## config.mk

```make
export PLATFORM = sky130hd
export DESIGN_NAME = mips_bus_initiator
export DESIGN_NICKNAME = d
export VERILOG_FILES = /design/src/rtl/mips_bus_initiator.sv
export SDC_FILE = /design/constraint.sdc
export NUM_CORES = 1
export LEC_CHECK = 0
export CAP_MARGIN = 20
export CORE_MARGIN = 1
export CORE_UTILIZATION = 35
export DETAILED_ROUTE_END_ITERATION = 10
export PLACE_DENSITY = 0.67
export SLEW_MARGIN = 25
export SYNTH_ARGS = -nofsm -noshare
export SYNTH_HDL_FRONTEND = slang
export SYNTH_SLANG_ARGS = --single-unit
export TNS_END_PERCENT = 5
```

## constraint.sdc

```tcl
create_clock -name i_clk -period 3.85 [get_ports i_clk]
set_input_delay 0.5775 -clock i_clk [delete_from_list [all_inputs] [get_ports i_clk]]
set_output_delay 0.5775 -clock i_clk [all_outputs]
set_load 0.02 [all_outputs]
```

## src/rtl/mips_bus_initiator.sv

```systemverilog
// rtl/mips_bus_initiator.sv - MIPS sub-word load/store initiator for a word-addressed waitrequest bus
// One command in flight; lane steering, load extension and a stall timeout.
module mips_bus_initiator #(
   parameter int TIMEOUT = 16
) (
   input  logic        i_clk,
   input  logic        i_rst_n,
   input  logic        i_cmd_valid,
   output logic        o_cmd_ready,
   input  logic        i_cmd_write,
   input  logic [1:0]  i_cmd_size,
   input  logic        i_cmd_signed,
   input  logic [31:0] i_cmd_addr,
   input  logic [31:0] i_cmd_wdata,
   output logic        o_rsp_valid,
   output logic [31:0] o_rsp_rdata,
   output logic        o_rsp_error,
   output logic [31:0] o_address,
   output logic        o_read,
   output logic        o_write,
   output logic [3:0]  o_byteenable,
   output logic [31:0] o_writedata,
   input  logic        i_waitrequest,
   input  logic [31:0] i_readdata
);
   typedef enum logic [2:0] {S_IDLE, S_REQ, S_RDATA, S_RESP, S_ERR} state_t;

   state_t      r_state;
   state_t      w_next;
   logic [29:0] r_waddr;
   logic        r_write;
   logic        r_signed;
   logic [1:0]  r_size;
   logic [1:0]  r_off;
   logic [3:0]  r_be;
   logic [31:0] r_wdata;
   logic [31:0] r_rdata;
   logic [7:0]  r_stall;

   logic        w_accept;
   logic        w_illegal;
   logic        w_timeout;
   logic [1:0]  w_off;
   logic [3:0]  w_be;
   logic [31:0] w_wdata;
   logic [31:0] w_shifted;
   logic [31:0] w_ext;

   assign w_off    = i_cmd_addr[1:0];
   assign w_accept = (r_state == S_IDLE) && i_cmd_valid;

   always_comb begin
      w_illegal = 1'b0;
      w_be      = 4'b1111;
      case (i_cmd_size)
         2'b00:   w_be = 4'b0001 << w_off;
         2'b01: begin
            w_be      = w_off[1] ? 4'b1100 : 4'b0011;
            w_illegal = w_off[0];
         end
         2'b10:   w_illegal = (w_off != 2'b00);
         default: w_illegal = 1'b1;
      endcase
   end

   assign w_wdata = (i_cmd_wdata << {w_off, 3'b000}) &
                    {{8{w_be[3]}}, {8{w_be[2]}}, {8{w_be[1]}}, {8{w_be[0]}}};

   assign w_shifted = i_readdata >> {r_off, 3'b000};

   always_comb begin
      case (r_size)
         2'b00:   w_ext = {{24{r_signed & w_shifted[7]}}, w_shifted[7:0]};
         2'b01:   w_ext = {{16{r_signed & w_shifted[15]}}, w_shifted[15:0]};
         default: w_ext = w_shifted;
      endcase
   end

   // Compare count+1 so the stall that reaches TIMEOUT is also the last strobe cycle.
   assign w_timeout = (TIMEOUT != 0) && (({1'b0, r_stall} + 9'd1) == 9'(TIMEOUT));

   always_ff @(posedge i_clk or negedge i_rst_n) begin
      if (!i_rst_n) r_state <= S_IDLE;
      else          r_state <= w_next;
   end

   always_comb begin
      w_next = r_state;
      case (r_state)
         S_IDLE:  if (i_cmd_valid) w_next = w_illegal ? S_ERR : S_REQ;
         S_REQ: begin
            if (!i_waitrequest)  w_next = r_write ? S_RESP : S_RDATA;
            else if (w_timeout)  w_next = S_ERR;
         end
         S_RDATA: w_next = S_RESP;
         S_RESP:  w_next = S_IDLE;
         S_ERR:   w_next = S_IDLE;
         default: w_next = S_IDLE;
      endcase
   end

   always_ff @(posedge i_clk or negedge i_rst_n) begin
      if (!i_rst_n) begin
         r_waddr  <= '0;
         r_write  <= 1'b0;
         r_signed <= 1'b0;
         r_size   <= 2'b00;
         r_off    <= 2'b00;
         r_be     <= 4'b0000;
         r_wdata  <= '0;
         r_rdata  <= '0;
         r_stall  <= '0;
      end else begin
         if (w_accept) begin
            r_waddr  <= i_cmd_addr[31:2];
            r_write  <= i_cmd_write;
            r_signed <= i_cmd_signed;
            r_size   <= i_cmd_size;
            r_off    <= w_off;
            r_be     <= w_be;
            r_wdata  <= w_wdata;
            r_rdata  <= '0;
            r_stall  <= '0;
         end else if ((r_state == S_REQ) && i_waitrequest) begin
            r_stall  <= r_stall + 8'd1;
         end
         if (r_state == S_RDATA) r_rdata <= w_ext;
      end
   end

   always_comb begin
      o_cmd_ready  = (r_state == S_IDLE);
      o_read       = (r_state == S_REQ) && !r_write;
      o_write      = (r_state == S_REQ) && r_write;
      o_rsp_valid  = (r_state == S_RESP) || (r_state == S_ERR);
      o_rsp_error  = (r_state == S_ERR);
      o_rsp_rdata  = r_rdata;
      o_address    = {r_waddr, 2'b00};
      o_byteenable = r_be;
      o_writedata  = r_wdata;
   end
endmodule

```

==> flow_metrics.env <==
export IMPL_start_util_pct=35.8
export IMPL_start_kind="flip-flop"
export IMPL_num_rows=46
export IMPL_critPathMaxStageDelay_ps=620
export IMPL_core_region_area_mm2=0.0159
export IMPL_finalCritPeriodShare_pct=67.3
export IMPL_fin_setup_tns_ps=0
export IMPL_grt_pass1_wl_um=26400
export IMPL_netlist_area_mm2=0.00569
export IMPL_fin_nets=870
export IMPL_place_area_mm2=0.00784
export IMPL_power_share_clock_pct=24.1
export IMPL_rr_worst_depth=4
export IMPL_cts_hold_fix_buffers=0
export IMPL_grt_overflow=0
export IMPL_die_area_mm2=0.0168
export IMPL_fillers=1433
export IMPL_critPathSlowestCell="clkdlybuf4s50_1"
export IMPL_avgSynthCellArea_um2=9.84
export IMPL_hold_viol_final=0
export IMPL_hpwlAfterDp_um=12200
export IMPL_worst_hold_path_type="in -> async"
export IMPL_synth_edf_count=0
export IMPL_gp_congestion=0.864
export IMPL_cts_setup_buffers=0
export IMPL_diodes=0
export IMPL_power_density_mw_per_mm2=815
export IMPL_clk_pin_slew_worst_paths_ps=50
export IMPL_r2r_end="o_rsp_rdata[26]"
export IMPL_area_delta_synth_final_pct=48.8
export IMPL_p_switching_w=0.00262
export IMPL_drive_gt1_share_pct=9.01
export IMPL_crit_fanout=12
export IMPL_antenna_found_initial=0
export IMPL_critical_path_top_delay_family="buffers and inverters"
export IMPL_drtPass1Iterations=7
export IMPL_synthFlopType="dfrtp_1"
export IMPL_port_buffers=206
export IMPL_die_y_um=129
export IMPL_ys_seq_area_share_pct=50.6
export IMPL_seqPwrFrac_pct=31.1
export IMPL_drv_cap=0
export IMPL_cp_end_kind="output port"
export IMPL_yosysTopAreaCell="dfrtp_1"
export IMPL_cts_resized=0
export IMPL_drtIter0Drc=320
export IMPL_grt_start_max_net_pins=86
export IMPL_cts_root_buffer="clkbuf_16"
export IMPL_r2r_start="r_off[1]"
export IMPL_routedWlPerCell_um=17.0
export IMPL_num_vias=5154
export IMPL_syn_inst=578
export IMPL_async_reset_ff_share_pct=100
export IMPL_insertion_delay_ps=420
export IMPL_die_w_um=129
export IMPL_cts_tree="built"
export IMPL_drc=0
export IMPL_cp_cell_sequence="nor2_1, and2_1, o21bai_1, clkdlybuf4s50_1"
export IMPL_internal_power_w=0.00428
export IMPL_fin_skew_ps=6.06
export IMPL_ant_nets=0
export IMPL_numCtsBuffers=17
export IMPL_ctsHtreeMaxLevel=4
export IMPL_synth_warnings=0
export IMPL_p_leak_nw=3.76
export IMPL_ys_seq_elements=115
export IMPL_synth_area_top_cells="dfrtp_1 (51%), nand2_1 (10%), mux2i_1 (6.0%)"
export IMPL_post_route_cell_area_mm2=0.00846
export IMPL_rsz0062_at_grt="false"
export IMPL_via_per_inst=5.19
export IMPL_path_buf_inv=1
export IMPL_outcome="finished clean"
export IMPL_cts_path_max_buffers=2
export IMPL_min_period_ps=2590
export IMPL_worst_slew_pin_slew_ps=967
export IMPL_fmax_mhz=386
export IMPL_crit_type="reg -> out"
export IMPL_power_share_switching_pct=37.9
export IMPL_critPathRequiredTime_ps=3270
export IMPL_clkSinkCount=115
export IMPL_totalWireLength_um=16900
export IMPL_ios=209
export IMPL_cp_arrival_ps=2010
export IMPL_synth_distinct_cells=53
export IMPL_synth_top_cell_area_share_pct=50.6
export IMPL_p_comb_share_pct=44.9
export IMPL_slew_violations=0
export IMPL_setup_viol=0
export IMPL_ir_worst_vdd_uv=456
export IMPL_first_global_vias=4972
export IMPL_grt_usage_pct=20.8
export IMPL_r2r_setup_slack_ps=1520
export IMPL_slew_headroom_pct=35.5
[worst max path at each step]
stage                     depth (start not counted)         endpoint         from
after global routing                              4      o_rsp_valid   r_state[1]
after global placement                            4  o_writedata[12]  i_cmd_valid
after CTS                                         4      o_rsp_valid   r_state[1]
after detailed placement                          4  o_writedata[13]  i_cmd_valid
final                                             4      o_rsp_valid   r_state[1]
after floorplan                                   2           o_read   r_state[2]
[flip-flops by register name, indices dropped and copies added (netlist names)]
signal and cells:
o_rsp_rdata 32, o_writedata 32, r_waddr 30, r_stall 8
o_byteenable 4, r_state 3, r_off 2, r_size 2
r_signed 1, r_write 1
[worst register-to-register path, cell delays in order (launching register included)]
cell	delay [ps]
dfrtp_1	940
nand3b_1	180
o211a_1	180
nor3_2	720
a221o_1	230
[cells by family after synthesis]
family                   synth area share (%)
multiplexers                             9.54
adder cells (fa/ha/maj)                 0.440
XOR/XNOR                                0.308
flip-flops                               50.6
AO/OA/AOI/OAI                            16.7
other                                  0.0659
AND/OR/NAND/NOR                          17.8
buffers and inverters                    4.51
[power by group through the flow]
stage	Sequential (W)	Combinational [W]	Clock, W
after CTS	0.00214	0.00312	0.00169
after detailed placement	0.00214	0.00312	0
final	0.00214	0.00309	0.00166
after global routing	0.00221	0.00334	0.00175
after floorplan	0.00253	0.00133	0
after global placement	0.00214	0.00306	0
[through the flow]
step / cells / worst slack [ps] / total power [W] / utilization [%] / hold WS, ps
floorplan: 579 / 1950 / 0.00386 / - / 282
global placement: 961 / 1220 / 0.00519 / 49.3 / 456
detailed placement: 961 / 1130 / 0.00526 / 49.3 / 456
CTS: 993 / 1240 / 0.00696 / 53.3 / 316
global route: 993 / 1160 / 0.00730 / 53.3 / 352
finish: 993 / 1260 / 0.00690 / 53.3 / 289
[cell usage after synthesis, types with 3 or more instances]
cell        n
nand2_1   154
dfrtp_1   115
o21ai_0    43
mux2i_1    34
a22o_1     32
a21oi_1    28
buf_2      19
a221o_1    16
clkbuf_1   16
mux2_2     16
nor2_1     14
nand3_1    13
nand3b_1    9
buf_1       6
buf_6       5
nand2b_1    4
and2_1      3
nor3_1      3
[metal layers]
metal	share of wire, %	GRT usage (%)	wire [µm]
met2	47	33.1	8030
met5	0	0	0
met3	9.5	6.94	1610
met1	42	25.9	7050
met4	1.5	8.55	247
[cells in the final DEF, fill, tap and decap left out, drive strengths merged, types with 5 or more instances in the layout]
cell type      Yosys  final
nor2              15     15
clkinv             0      5
clkbuf            16     18
clkdlybuf4s50      0    204
nand3             13     13
a22o              32     32
nor3               6      6
o21ai             43     43
dfrtp            115    115
buf               32     10
nand2            154    154
clkinvlp           0      5
a21oi             29     29
mux2              16     16
nand3b             9      9
mux2i             34     34
a221o             16     16
[layout make-up]
cell class / instances / area, µm² / share of cell area, %
multi-input combinational: 414 / 2570 / 30.3
inverter: 2 / 7.51 / 0.0887
clock buffer: 18 / 439 / 5.19
timing repair buffer: 214 / 2110 / 25.0
tap: 216 / 270 / 3.19
sequential: 115 / 2880 / 34.0
clock inverter: 14 / 186 / 2.20
Power figures use the tool's default switching activity.
